`config.mk`:
```
export PLATFORM = sky130hd
export DESIGN_NAME = freq_div_gen
export DESIGN_NICKNAME = d
export VERILOG_FILES = /design/src/rtl/freq_div_gen.sv
export SDC_FILE = /design/constraint.sdc
export NUM_CORES = 1
export LEC_CHECK = 0
export ABC_AREA = 1
export BUFFER_PORTS_ARGS = -buffer_cell sky130_fd_sc_hd__buf_2
export CORE_MARGIN = 2
export CORE_UTILIZATION = 57
export CTS_BUF_LIST = sky130_fd_sc_hd__clkbuf_4
export CTS_CLUSTER_DIAMETER = 30
export DETAILED_ROUTE_END_ITERATION = 8
export PLACE_DENSITY = 0.88
export SLEW_MARGIN = 20
export SYNTH_ARGS = -nofsm -noshare
export SYNTH_HDL_FRONTEND = slang
export SYNTH_SLANG_ARGS = --single-unit
```
`constraint.sdc`:
```
create_clock -name CLK -period 2.59 [get_ports CLK]
set_input_delay 0.6475 -clock CLK [delete_from_list [all_inputs] [get_ports CLK]]
set_output_delay 0.6475 -clock CLK [all_outputs]
set_load 0.01 [all_outputs]
```
`src/rtl/freq_div_gen.sv`:
```
// ---------------------------------------------------------------------------
// freq_div_gen
//
// Programmable frequency divider. The divisor comes either from a fixed
// 8-entry table indexed by a 3-bit frequency code, or directly from an
// external input. Each half-period of the output square wave lasts
// Div_Act + 1 enabled clocks. A one-cycle Tick marks every 0->1 transition
// of the output.
//
// Parameters:
//   DIV_W   divisor / counter width. Must be >= 7 so that 79 fits.
//
// Ports:
//   CLK      in   system clock, rising edge
//   RESET    in   asynchronous active-high reset
//   EN       in   count enable; when low, all state holds (Tick drops)
//   Restart  in   synchronous phase restart strobe (takes priority over EN)
//   Mode     in   divisor source: 0 = table[Frec], 1 = Div_Ext
//   Frec     in   3-bit frequency code (Mode = 0)
//   Div_Ext  in   external divisor (Mode = 1)
//   Clk_Out  out  divided square wave, registered
//   Tick     out  one-cycle pulse on each rising edge of Clk_Out, registered
//   Div_Act  out  divisor currently in use, registered
// ---------------------------------------------------------------------------
module freq_div_gen #(
    parameter int DIV_W = 7
) (
    input  logic             CLK,
    input  logic             RESET,
    input  logic             EN,
    input  logic             Restart,
    input  logic             Mode,
    input  logic [2:0]       Frec,
    input  logic [DIV_W-1:0] Div_Ext,
    output logic             Clk_Out,
    output logic             Tick,
    output logic [DIV_W-1:0] Div_Act
);

    localparam logic [DIV_W-1:0] DIV_RESET = DIV_W'(79);

    logic [DIV_W-1:0] table_div;
    logic [DIV_W-1:0] div_next;
    logic [DIV_W-1:0] cnt_reg;
    logic [DIV_W-1:0] div_act_reg;
    logic             clk_out_reg;
    logic             tick_reg;

    // Frequency code to divisor constant.
    always_comb begin
        table_div = DIV_RESET;
        case (Frec)
            3'b000:  table_div = DIV_W'(79);
            3'b001:  table_div = DIV_W'(47);
            3'b010:  table_div = DIV_W'(31);
            3'b011:  table_div = DIV_W'(23);
            3'b100:  table_div = DIV_W'(19);
            3'b101:  table_div = DIV_W'(15);
            3'b110:  table_div = DIV_W'(13);
            3'b111:  table_div = DIV_W'(11);
            default: table_div = DIV_RESET;
        endcase
    end

    // Candidate divisor; only latched into div_act_reg when the counter is
    // cleared, so a half-period in progress always finishes on the old value.
    assign div_next = Mode ? Div_Ext : table_div;

    always_ff @(posedge CLK or posedge RESET) begin
        if (RESET) begin
            cnt_reg     <= '0;
            clk_out_reg <= 1'b0;
            tick_reg    <= 1'b0;
            div_act_reg <= DIV_RESET;
        end else if (Restart) begin
            cnt_reg     <= '0;
            clk_out_reg <= 1'b0;
            tick_reg    <= 1'b0;
            div_act_reg <= div_next;
        end else if (!EN) begin
            tick_reg    <= 1'b0;
        end else if (cnt_reg == div_act_reg) begin
            // Half-period boundary: toggle, retune, and flag a rising edge
            // (old output low means the new one is high).
            cnt_reg     <= '0;
            clk_out_reg <= ~clk_out_reg;
            tick_reg    <= ~clk_out_reg;
            div_act_reg <= div_next;
        end else begin
            cnt_reg     <= cnt_reg + DIV_W'(1);
            tick_reg    <= 1'b0;
        end
    end

    assign Clk_Out = clk_out_reg;
    assign Tick    = tick_reg;
    assign Div_Act = div_act_reg;

endmodule

```
==> flow_summary.yaml, run 1 <==
outcome:
  status: "complete, no violations"
critical_path:
  crit_required_ps: 1940
  criticalPathCategory: "reg2out"
  path_buf_inv: 1
  cp.arrival_ps: 1010
  cp-end-kind: "output pin"
  critPathTopFamily: "flip-flops"
  cp_slowest_stage_delay_ps: 590
  cp_max_fo: 5
  cp_slowest_cell: "dfstp_2"
  crit_chain: "buf_2"
  start_kind: "register"
power_and_ir_drop:
  total_power_uw: 615
  switching_share_pct: 35.0
  ir_worst_vdd_uv: 292
  clkPwrFrac_pct: 22.6
  internal-power_uw: 400
  pwr_density_cell_nw_per_um2: 469
  leakagePower_uw: 0.000707
  power.switching_uw: 215
  comb_power_share_pct: 28.5
  seqPwrFrac_pct: 48.9
final_layout:
  drive_gt1_share_pct: 30.2
  nets: 204
  finalNonFillerCells: 209
  antenna_cells: 0
  syn_to_final_growth_pct: 15.4
detailed_routing:
  drt_wl_total_um: 2320
  viasPerCell: 4.92
  drt.antenna.violating_nets: 0
  drtIter0Drc: 35
  drt_pass1_iterations: 4
  route.detailed.drc: 0
  vias: 1028
  avgRoutedWirePerCell_um: 11.1
placed_design:
  place_hpwl_um: 1880
  dp_cells: 205
  io_buffers: 23
  gp_congestion: 0.827
clock_network:
  cts_made_buffers: 3
  insertion_delay_ps: 290
  cts_num_sinks: 16
  clock_path_buffers: 2
  cts_tree: "built"
  cts_setup_buffers: 0
  htree_levels: 1
  hold_buffers: 0
  root_buffer: "clkbuf_4"
  clkTransAtPathRegs_ps: 100
  cts_resized: 0
die:
  fp.dieW_um: 48.6
  initial_utilization_pct: 59.0
  core-area_sq_um: 1920
  io_pins: 24
  fp.dieArea_sq_um: 2360
  die_height_um: 48.6
  row_count: 16
grt:
  grt_pass1_wl_um: 4150
  grt_max_degree: 17
  antenna_found_initial: 0
  grt_remaining_overflow: 0
  grtUsageTotal_pct: 22.6
  grt_pass1_vias: 986
synth:
  synth-seq-cells: 16
  synth_cells: 155
  ys_warn_count: 0
  ys_seq_area_share_pct: 35.8
  synth_cell_type_count: 25
  avgSynthCellArea_sq_um: 7.32
  syn-cell-area_sq_um: 1130
  syn-num-nets: 176
timing:
  finalCriticalPeriod_ps: 1660
  finalMaxSlewViolations: 0
  rsz0062_at_grt: "false"
  finalClockSkew_ps: 3.28
  fmaxAchievable_mhz: 602
  hold_viol: 0
  worst_slew_pin_slew_ps: 599
  period_share_pct: 64.1
  setup_viol: 0
  final.setup.tns_ps: 0
  slew_headroom_pct: 60.0
min_path:
  hold_path_class: "in2async"
job:
  maxCapViolCount: 0
[power by group through the flow]
stage	Clock (uW)	Sequential, uW	Combinational (uW)
after floorplan	0	308	116
after global placement	0	303	169
after detailed placement	0	304	176
after CTS	139	300	177
after global routing	153	304	201
final	139	301	175
[cell type report]
| type | count | area, sq um |
|---|---|---|
| clock buffer | 3 | 22.5 |
| clock inverter | 1 | 3.75 |
| fill | 174 | 612 |
| inverter | 28 | 105 |
| multi-input combinational | 111 | 623 |
| sequential | 16 | 407 |
| tap | 27 | 33.8 |
| timing repair buffer | 23 | 115 |
[placed cells by master (no fill, tap or decap), types with 2 or more instances in the layout]
master	instances
dfstp_2	5
nand2_1	43
inv_1	21
clkinv_1	3
ha_1	6
nor2_4	2
dfrtp_1	11
inv_2	5
xor2_1	2
nand2_2	4
nor2_1	10
o21ai_0	4
nand3_2	2
a21oi_1	2
clkbuf_4	3
nand3_1	19
nor2_2	7
a22o_1	2
buf_2	23
[cells in the mapped netlist]
| library cell | count | area [sq um] |
|---|---|---|
| dfstp_2 | 5 | 131 |
| dfrtp_1 | 11 | 275 |
| a21oi_1 | 2 | 10.0 |
| nor2_2 | 7 | 43.8 |
| a211oi_1 | 1 | 7.51 |
| nand3_1 | 19 | 95.1 |
| nand3_4 | 1 | 17.5 |
| or2_2 | 1 | 6.26 |
| a22o_1 | 2 | 17.5 |
| nand2_1 | 43 | 161 |
| o21ai_1 | 1 | 5.00 |
| o21bai_4 | 1 | 18.8 |
| inv_2 | 5 | 18.8 |
| o21ai_0 | 4 | 20.0 |
| nor2_1 | 10 | 37.5 |
| nand3_2 | 2 | 20.0 |
| nor3_1 | 1 | 5.00 |
| ha_1 | 6 | 75.1 |
| nor2_4 | 2 | 22.5 |
| nand4_1 | 1 | 6.26 |
| xor2_1 | 2 | 17.5 |
| inv_1 | 21 | 78.8 |
| clkinv_1 | 2 | 7.51 |
| nand2_2 | 4 | 25.0 |
| nand2_4 | 1 | 11.3 |
[final timing paths]
kind | slack, ps | depth (start not counted) | end | startpoint
max in group asynchronous | 1790 | 2 | Tick | RESET
worst min-delay path | 410 | 2 | cnt_reg[5] | RESET
worst min register to register | 530 | 2 | Div_Act[1] | Div_Act[1]
worst max-delay path | 930 | 1 | Div_Act[0] | Div_Act[0]
min in group CLK | 530 | 2 | Div_Act[1] | Div_Act[1]
worst max register to register | 1160 | 9 | cnt_reg[5] | Div_Act[6]
[metal layers]
metal / vias to the layer above / GRT usage, % / share of wire, %
li1: 535 / - / -
met1: 464 / 27.5 / 46
met2: 25 / 39.0 / 49
met3: 4 / 4.01 / 3.8
met4: 0 / 10.0 / 1.3
met5: - / 0 / 0
[stage by stage]
step           instance area, sq um  hold WS (ps)  worst slack, ps  util, %
3_3_place_gp                   1280           502             1050     66.8
2_1_floorplan                  1130           504             1230        -
6_report                       1310           406              930     68.2
4_1_cts                        1310           432              938     68.2
3_5_place_dp                   1280           510              978     66.8
5_1_grt                        1310           448              886     68.2
[logic make-up (layout without fill, tap and decap cells)]
kind of cell	Yosys count	count (layout)	synth area share (%)
simple gates	92	92	39.8
buf+inv	28	55	9.26
flops	16	16	35.8
compound gates	11	11	6.95
fa+ha+maj	6	6	6.62
xor+xnor	2	2	1.54
No activity file was read; power rests on OpenSTA's default activity.
==> inputs of run 2 (changes only) <==
- CORE_UTILIZATION: 57 -> 50
- PLACE_DENSITY: 0.88 -> 0.82
- clock period: 2.59 -> 1.35 ns (I/O delays scaled with it)
==> run 2 against run 1 <==
Effect of this change: the flow now finishes with violations (negative setup slack); global-route usage up 0.35 points; utilization is 0.52 points higher; final cell count increased by 5.3%; first-iteration DRC count is 14% lower; clock-buffer cell count did not move; register-to-register slack worse by 1200 ps; via count grew 9.6%; flip-flop and latch count stayed put; critical path depth increased by 7; clock skew grew 4.9 ps; sequential share of layout area decreased by 3.7 points; critical path type is now reg2reg; critical endpoint is now Div_Act[3]; largest power group unchanged; highest routed layer unchanged.
==> flow_summary.yaml, run 2 (synthesized netlist as in run 1, its figures left out) <==
outcome:
  status: "complete, but fails checks"
  violations: "negative setup slack"
die:
  fp.dieW_um: 51.6
  io_pins: 24
  row_count: 17
  initial_utilization_pct: 52.3
  die_height_um: 51.6
  core-area_sq_um: 2170
  fp.dieArea_sq_um: 2670
detailed_routing:
  drt_wl_total_um: 2720
  drtIter0Drc: 30
  drt_pass1_iterations: 4
  route.detailed.drc: 0
  vias: 1127
  drt.antenna.violating_nets: 0
  viasPerCell: 5.12
  avgRoutedWirePerCell_um: 12.4
clock_network:
  insertion_delay_ps: 280
  clkTransAtPathRegs_ps: 100
  cts_made_buffers: 3
  htree_levels: 1
  cts_tree: "built"
  cts_num_sinks: 16
  root_buffer: "clkbuf_4"
  clock_path_buffers: 2
placed_design:
  io_buffers: 23
  dp_cells: 211
  gp_congestion: 0.833
  place_hpwl_um: 2090
grt:
  antenna_found_initial: 0
  grt_max_degree: 16
  grt_remaining_overflow: 0
  grt_pass1_wl_um: 4580
  grtUsageTotal_pct: 23.0
  grt_pass1_vias: 1146
final_layout:
  nets: 214
  final_common_cell: "nand2_1"
  nFillCells: 190
  multi_input_area_sq_um: 701
  drive_gt1_share_pct: 45.8
  seq_area_sq_um: 408
  finalNonFillerCells: 220
  antenna_cells: 0
  syn_to_final_growth_pct: 31.3
  finalCoreUtilization_pct: 68.7
  final_cell_mix: "nand2_1, buf_2, inv_1, nand2_2, nand3_2"
timing:
  rsz0062_at_grt: "true"
  worst_slew_pin_slew_ps: 357
  slew_headroom_pct: 76.0
  fmaxAchievable_mhz: 702
  finalCriticalPeriod_ps: 1420
  hold_viol: 0
  period_share_pct: 105
  setup_viol: 19
  setup_slack_ps: -73.8
  finalClockSkew_ps: 8.22
  finalMaxSlewViolations: 0
critical_path:
  cp-end-kind: "register"
  start_kind: "register"
  crit_required_ps: 1570
  crit_chain: "inv_2 > nand2_2 > nand2_2 > nor2_2 > nand2_2 > o21bai_4 > nand3_1 > nand2_1"
  cpMostUsedCell: "nand2_2"
  cp_slowest_stage_delay_ps: 570
  cp_max_fo: 7
  criticalPathCategory: "reg2reg"
  cp.arrival_ps: 1640
  cp_slowest_cell: "dfstp_2"
power_and_ir_drop:
  pwr_density_cell_nw_per_um2: 863
  ir_worst_vdd_uv: 497
  leakagePower_uw: 0.000769
job:
  maxCapViolCount: 0
min_path:
  hold_path_class: "in2reg"
## run 2: report_power, final
group / switching (uW) / total, uW / internal, uW
Clock: 148 / 255 / 107
Combinational: 260 / 455 / 196
Sequential: 42.3 / 575 / 533
## run 2: layout make-up
class                   count  share of cell area [%]
multi-input cells         112                    47.0
flip-flops and latches     16                    27.4
repair buffers             32                    14.4
inverters                  28                    7.05
well taps                  28                    2.35
clock buffers               3                    1.51
clock inverters             1                   0.252
## run 2: stage by stage
| step | power [uW] | area [sq um] | setup WS [ps] | hold slack [ps] | TNS (ps) |
|---|---|---|---|---|---|
| floorplan | 813 | 1130 | 31.7 | 248 | 0 |
| global route | 1370 | 1490 | -137 | 396 | -1950 |
| detailed placement | 943 | 1320 | -60.5 | 184 | -87.4 |
| finish | 1290 | 1490 | -73.8 | 379 | -817 |
| global placement | 928 | 1320 | -13.1 | 180 | -13.1 |
| CTS | 1250 | 1420 | -32.5 | 358 | -321 |
## run 2: worst max-delay path: cells and delay by family (launching register included)
family,cells,cell delay (ps)
AOI/OAI and AO/OA,1,240
and+or+nand+nor,6,500
DFF,1,570
buffers and inverters,1,40
## run 2: repair_timing
action                     CTS  global route
buffers inserted             1             2
pin swaps                    5            17
setup endpoints to repair   15            20
hold endpoints to repair     1             0
resized for setup           12            18
hold buffers                 1             0
gates cloned                 1             0
## run 2: routing by layer
metal	vias to the layer above	part of all wire, %	global-route usage (%)
met3	4	4.3	2.87
met4	0	1.3	10.1
met1	530	40	25.2
met5	-	0	0
li1	555	-	-
met2	38	54	43.6
## run 2: final timing paths
path                            cells after the start  startpoint    endpoint  slack, ps
worst min register to register                      2  Div_Act[3]  Div_Act[3]        520
worst max register to register                      8  Div_Act[1]  Div_Act[3]        -70
max in group asynchronous                           4       RESET  Div_Act[6]        460
worst max-delay path                                8  Div_Act[1]  Div_Act[3]        -70
min in group asynchronous                           3       RESET        Tick        430
worst min-delay path                                4  Div_Ext[0]  Div_Act[0]        380
